==> src/rtl/axi_wr_arbiter.sv <==
// N-master AXI write arbiter: serves one AW+W burst at a time and generates W LAST from the granted LEN.
// Define AXI_WR_ARB_RR_EN for round-robin arbitration; the default build uses fixed priority (master 0 highest).
`timescale 1ns/1ps
module axi_wr_arbiter #(
    parameter int unsigned M_ID     = 2,
    parameter int unsigned M_WIDTH  = 2,
    localparam int unsigned N       = 1 << M_WIDTH
) (
    input  logic                      BUS_CLK,
    input  logic                      BUS_RSTN,
    input  logic [N*M_ID-1:0]         M_WR_ADDR_ID,
    input  logic [N*32-1:0]           M_WR_ADDR,
    input  logic [N*8-1:0]            M_WR_ADDR_LEN,
    input  logic [N*2-1:0]            M_WR_ADDR_BURST,
    input  logic [N-1:0]              M_WR_ADDR_VALID,
    output logic [N-1:0]              M_WR_ADDR_READY,
    input  logic [N*32-1:0]           M_WR_DATA,
    input  logic [N*4-1:0]            M_WR_STRB,
    input  logic [N-1:0]              M_WR_DATA_LAST,
    input  logic [N-1:0]              M_WR_DATA_VALID,
    output logic [N-1:0]              M_WR_DATA_READY,
    output logic [M_WIDTH+M_ID-1:0]   S_WR_ADDR_ID,
    output logic [31:0]               S_WR_ADDR,
    output logic [7:0]                S_WR_ADDR_LEN,
    output logic [1:0]                S_WR_ADDR_BURST,
    output logic                      S_WR_ADDR_VALID,
    input  logic                      S_WR_ADDR_READY,
    output logic [31:0]               S_WR_DATA,
    output logic [3:0]                S_WR_STRB,
    output logic                      S_WR_DATA_LAST,
    output logic                      S_WR_DATA_VALID,
    input  logic                      S_WR_DATA_READY,
    output logic                      ARB_LAST_ERR
);

    typedef enum logic [1:0] {IDLE, ADDR, DATA} state_t;

    state_t              state_q, state_d;
    logic [M_WIDTH-1:0]  grant_q, grant_d, pick;
    logic [7:0]          len_q, len_d, beat_q, beat_d;
    logic                err_q, err_d;
    logic                gen_last, w_fire;
`ifdef AXI_WR_ARB_RR_EN
    logic [M_WIDTH-1:0]  ptr_q, ptr_d;
`endif

    // Request picker; descending scan so the lowest offset from the search start wins
    always_comb begin
        pick = '0;
`ifdef AXI_WR_ARB_RR_EN
        for (int i = int'(N) - 1; i >= 0; i--) begin
            if (M_WR_ADDR_VALID[ptr_q + M_WIDTH'(i)]) begin
                pick = ptr_q + M_WIDTH'(i);
            end
        end
`else
        for (int i = int'(N) - 1; i >= 0; i--) begin
            if (M_WR_ADDR_VALID[M_WIDTH'(i)]) begin
                pick = M_WIDTH'(i);
            end
        end
`endif
    end

    // Next state, grant bookkeeping and channel routing
    always_comb begin
        state_d = state_q;
        grant_d = grant_q;
        len_d   = len_q;
        beat_d  = beat_q;
        err_d   = 1'b0;
`ifdef AXI_WR_ARB_RR_EN
        ptr_d   = ptr_q;
`endif
        M_WR_ADDR_READY = '0;
        M_WR_DATA_READY = '0;
        S_WR_ADDR_ID    = '0;
        S_WR_ADDR       = '0;
        S_WR_ADDR_LEN   = '0;
        S_WR_ADDR_BURST = '0;
        S_WR_ADDR_VALID = 1'b0;
        S_WR_DATA       = '0;
        S_WR_STRB       = '0;
        S_WR_DATA_LAST  = 1'b0;
        S_WR_DATA_VALID = 1'b0;
        gen_last        = (beat_q == len_q);
        w_fire          = M_WR_DATA_VALID[grant_q] & S_WR_DATA_READY;

        case (state_q)
            IDLE: begin
                if (|M_WR_ADDR_VALID) begin
                    grant_d = pick;
                    len_d   = M_WR_ADDR_LEN[int'(pick)*8 +: 8];
                    state_d = ADDR;
                end
            end
            ADDR: begin
                S_WR_ADDR_VALID          = 1'b1;
                S_WR_ADDR_ID             = {grant_q, M_WR_ADDR_ID[int'(grant_q)*int'(M_ID) +: M_ID]};
                S_WR_ADDR                = M_WR_ADDR[int'(grant_q)*32 +: 32];
                S_WR_ADDR_LEN            = M_WR_ADDR_LEN[int'(grant_q)*8 +: 8];
                S_WR_ADDR_BURST          = M_WR_ADDR_BURST[int'(grant_q)*2 +: 2];
                M_WR_ADDR_READY[grant_q] = S_WR_ADDR_READY;
                if (S_WR_ADDR_READY) begin
                    beat_d  = '0;
                    state_d = DATA;
`ifdef AXI_WR_ARB_RR_EN
                    ptr_d   = grant_q + M_WIDTH'(1);
`endif
                end
            end
            DATA: begin
                S_WR_DATA_VALID          = M_WR_DATA_VALID[grant_q];
                S_WR_DATA                = M_WR_DATA[int'(grant_q)*32 +: 32];
                S_WR_STRB                = M_WR_STRB[int'(grant_q)*4 +: 4];
                S_WR_DATA_LAST           = gen_last;
                M_WR_DATA_READY[grant_q] = S_WR_DATA_READY;
                if (w_fire) begin
                    beat_d = beat_q + 8'd1;
                    err_d  = (M_WR_DATA_LAST[grant_q] != gen_last);
                    if (gen_last) begin
                        state_d = IDLE;
                    end
                end
            end
            default: state_d = IDLE;
        endcase
    end

    // State and bookkeeping registers; reset aborts any burst in flight
    always_ff @(posedge BUS_CLK or negedge BUS_RSTN) begin
        if (!BUS_RSTN) begin
            state_q <= IDLE;
            grant_q <= '0;
            len_q   <= '0;
            beat_q  <= '0;
            err_q   <= 1'b0;
`ifdef AXI_WR_ARB_RR_EN
            ptr_q   <= '0;
`endif
        end else begin
            state_q <= state_d;
            grant_q <= grant_d;
            len_q   <= len_d;
            beat_q  <= beat_d;
            err_q   <= err_d;
`ifdef AXI_WR_ARB_RR_EN
            ptr_q   <= ptr_d;
`endif
        end
    end

    assign ARB_LAST_ERR = err_q;

endmodule

==> config.mk <==
export PLATFORM = sky130hd
export DESIGN_NAME = axi_wr_arbiter
export DESIGN_NICKNAME = d
export VERILOG_FILES = /design/src/rtl/axi_wr_arbiter.sv
export SDC_FILE = /design/constraint.sdc
export NUM_CORES = 1
export LEC_CHECK = 0
export ABC_AREA = 1
export CAP_MARGIN = 10
export CORE_AREA = 2 2 168 170
export CTS_BUF_LIST = sky130_fd_sc_hd__clkbuf_16
export DETAILED_ROUTE_END_ITERATION = 12
export DIE_AREA = 0 0 170 172
export DONT_BUFFER_PORTS = 1
export HOLD_SLACK_MARGIN = 0.03
export SYNTH_ARGS = -nofsm -noshare
export SYNTH_HDL_FRONTEND = slang
export SYNTH_SLANG_ARGS = --single-unit
==> constraint.sdc <==
create_clock -name BUS_CLK -period 1.2 [get_ports BUS_CLK]
set_input_delay 0.24 -clock BUS_CLK [delete_from_list [all_inputs] [get_ports BUS_CLK]]
set_output_delay 0.24 -clock BUS_CLK [all_outputs]
set_load 0.03 [all_outputs]
==> metrics.log <==
[metrics] Primary FF master, synth: dfrtp_1
[metrics] cell-internal power: 0.00548 W
[metrics] I/O pin count: 430
[metrics] pin slew with the least headroom to its limit: 0.949 ns
[metrics] vias in the first global route: 2949
[metrics] relative contribution of the clock network to total power: 8.2%
[metrics] ratio of routed vias to standard cells: 3.74
[metrics] critical path required time: 0.96 ns
[metrics] number of sinks driven by the clock tree: 20
[metrics] Core Footprint: 27500 um2
[metrics] max frequency: 574 MHz
[metrics] highest net fanout along the worst path: 8
[metrics] first-pass GRT wire length: 16400 um
[metrics] RSZ-0062 raised after global routing: yes
[metrics] starting utilization of the core area: 8.65%
[metrics] number of pins exceeding their max-slew limit in the final report: 0
[metrics] final wirelength: 13000 um
[metrics] arrival time worst endpoint: 1.50 ns
[metrics] Reg2Reg Launch Point: grant_q[0]$_DFFE_PN0P_
[metrics] synth-to-layout area growth: 127%
[metrics] Gate power share: 80.8%
[metrics] Design Area, Final: 5400 um2
[metrics] shortest period the worst path allows: 1.74 ns
[metrics] maximum VDD drop: 0.549 mV
[metrics] violations in the final reports: negative setup slack
[metrics] TritonCTS buffer count: 3
[metrics] final antenna-violating net count: 0
[metrics] I/O Buffers: 0
[metrics] Max H-tree Level: 1
[metrics] cell type with the largest total area after synthesis: nand2_1
[metrics] HPWL after DPL: 9790 um
[metrics] number of unique standard cell types used by synthesis: 26
[metrics] root buffer cell: clkbuf_16
[metrics] num rows: 61
[metrics] sequential-to-total area share from yosys stat: 21.1%
[metrics] final period utilization: 145%
[metrics] First DRT Iteration DRCs: 112
[metrics] cells taking the most area after synthesis: nand2_1 (32%), dfrtp_1 (21%), a21oi_1 (18%), buf_2 (3.8%), mux2i_1 (3.8%)
[metrics] synthesized netlist cell count: 432
[metrics] Setup-failing EPs final: 98
[metrics] switching power: 0.00592 W
[metrics] clock tree skew after final layout: 0.00276 ns
[metrics] global route total overflow: 0
[metrics] critical path capture point type: primary output
[metrics] largest net degree at the start of global routing: 21
[metrics] reg-to-reg setup timing slack: -0.38 ns
[metrics] reg-to-reg endpoint: beat_q[5]$_DFFE_PN0P_
[metrics] number of warnings printed during yosys synthesis: 0
[metrics] height of the chip: 172 um
[metrics] most frequent cells after synthesis: nand2_1 (204), a21oi_1 (84), dfrtp_1 (20), inv_1 (19), buf_2 (18)
[metrics] net switching share of the total power: 51.9%
[metrics] post-route worst setup slack: -0.541 ns
[metrics] type of the worst setup path: flop to primary output
[metrics] status: finished, violations left
[metrics] Leakage: 2.06 nW
[metrics] DRC Markers: 0
[metrics] share of flip-flops with an asynchronous set or reset: 100%
[metrics] netlist area before placement: 2380 um2
[metrics] clock-pin slew on the worst setup and hold paths: 0.06 ns
[metrics] number of enable flip-flop cells after synthesis: 0
[metrics] cell area after placement: 4500 um2
[metrics] dominant cell by count in the synthesized netlist: nand2_1
[metrics] register share of total power: 11.0%
[metrics] clock latency of the later-clocked register in the worst-skew pair: 0.26 ns
[metrics] fraction of layout instances using a drive strength above 1: 56.7%
[metrics] area of the die: 29200 um2
[metrics] Synth top area share: 32.2%
[metrics] type of the most critical hold path: input pin to flop
[metrics] Worst Setup EP: S_WR_DATA[9]
[metrics] GR Util All Layers: 7.41%
[metrics] setup slack at placement: -0.298 ns
[metrics] slew margin rel.: 36.7%
[metrics] RePlAce Congestion: 0.750
[metrics] clock buffer depth: 2
[metrics] max-capacitance violation count: 0
[metrics] total number of vias: 3159
[metrics] type of element launching the critical path: flop
[metrics] flip-flop and latch count after synthesis: 20
[metrics] Final #Nets: 835
[metrics] PD cells: 2110 nW/um2
[metrics] synthesized area per cell: 5.50 um2
[metrics] detailed-route wire length per cell: 15.4 um
[metrics] die width: 170 um
[metrics] final hold violations: 0
[metrics] TritonCTS clock tree: done
[metrics] first element of the critical path: grant_q[0]$_DFFE_PN0P_
[metrics] antenna violations before repair: 1
[metrics] First-pass DRT Iterations: 4
[metrics] number of cells on the worst reg-to-reg path: 10
sequential cells by signal (all words and copies together) (netlist names):
| name | cells |
|---|---|
| grant_q | 1 |
| len_q | 8 |
| state_q | 2 |
| beat_q | 8 |
| ARB_LAST_ERR | 1 |
critical path, cell delays in order (launching register included):
cell     delay (ns)
dfrtp_4        0.52
inv_8          0.10
buf_6          0.13
buf_12         0.16
nand2_4        0.07
a21oi_4        0.26
logic make-up after synthesis:
| family | share of synthesized area, % |
|---|---|
| fa+ha+maj | 0.527 |
| simple gates | 40.1 |
| mux | 3.79 |
| compound gates | 21.9 |
| flops | 21.1 |
| buf+inv | 11.4 |
| other cells | 0.158 |
| xor+xnor | 1.11 |
metrics by stage:
step | power [W] | hold slack, ns | util (%) | TNS (ns) | std cells
after global routing | 0.0121 | 0.0530 | 19.7 | -51.80 | 844
after CTS | 0.0111 | 0.0641 | 18.8 | -50.34 | 834
after floorplan | 0.00710 | -0.0556 | - | -18.69 | 436
after global placement | 0.00865 | -0.0538 | 16.4 | -21.65 | 806
after detailed placement | 0.00875 | -0.0544 | 16.4 | -23.06 | 806
final | 0.0114 | 0.0552 | 19.7 | -46.35 | 844
final cells by class:
type,count,area (um2)
flip-flops and latches,20,505
clock buffers,3,75.1
repair buffers,87,1190
diodes,1,2.50
well taps,346,433
inverters,23,104
multi-input cells,363,3070
clock inverters,1,30.0
fillers,2994,22100
how the worst min path moves through the flow:
stage / from / endpoint / slack, ns / cells after the start
floorplan: BUS_RSTN / ARB_LAST_ERR$_DFF_PN0_ / -0.06 / 0
global placement: BUS_RSTN / ARB_LAST_ERR$_DFF_PN0_ / -0.05 / 0
detailed placement: BUS_RSTN / ARB_LAST_ERR$_DFF_PN0_ / -0.05 / 0
CTS: M_WR_ADDR_VALID[0] / grant_q[0]$_DFFE_PN0P_ / 0.06 / 1
global route: M_WR_ADDR_VALID[0] / grant_q[0]$_DFFE_PN0P_ / 0.05 / 1
finish: M_WR_ADDR_VALID[0] / grant_q[0]$_DFFE_PN0P_ / 0.06 / 1
layout by cell type, fill, tap and decap left out, types with 4 or more instances in the layout:
cell	count
a21oi_2	8
a21oi_4	75
buf_12	21
buf_16	6
buf_4	34
buf_6	21
clkbuf_16	5
conb_1	5
dfrtp_1	18
inv_1	15
inv_2	5
mux2i_1	9
nand2_1	133
nand2_2	30
nand2_4	48
nand3_1	4
nor2_1	6
nor2_4	7
o21ai_0	6
o21ai_1	10
power groups by stage:
stage / clock network [W] / registers [W] / logic [W]
after global placement: 0 / 0.00123 / 0.00743
after detailed placement: 0 / 0.00123 / 0.00752
after CTS: 0.000957 / 0.00123 / 0.00890
after floorplan: 0 / 0.00116 / 0.00594
final: 0.000934 / 0.00125 / 0.00921
after global routing: 0.000998 / 0.00129 / 0.00983
routing by layer:
metal / track usage (%) / part of all wire, % / wire, um
met3: 0.984 / 8.6 / 1120
met1: 8.06 / 37 / 4800
met5: 0 / 0 / 0
met4: 3.64 / 3.8 / 497
met2: 14.1 / 51 / 6550
timing repair:
action	in CTS	in global routing
pin swaps	71	55
resized for setup	64	57
setup buffers	15	6
cloned	9	5
endpoints found under the hold margin	20	0
hold buffers	1	0
endpoints found under the setup margin	107	127
Power figures use the tool's default switching activity.
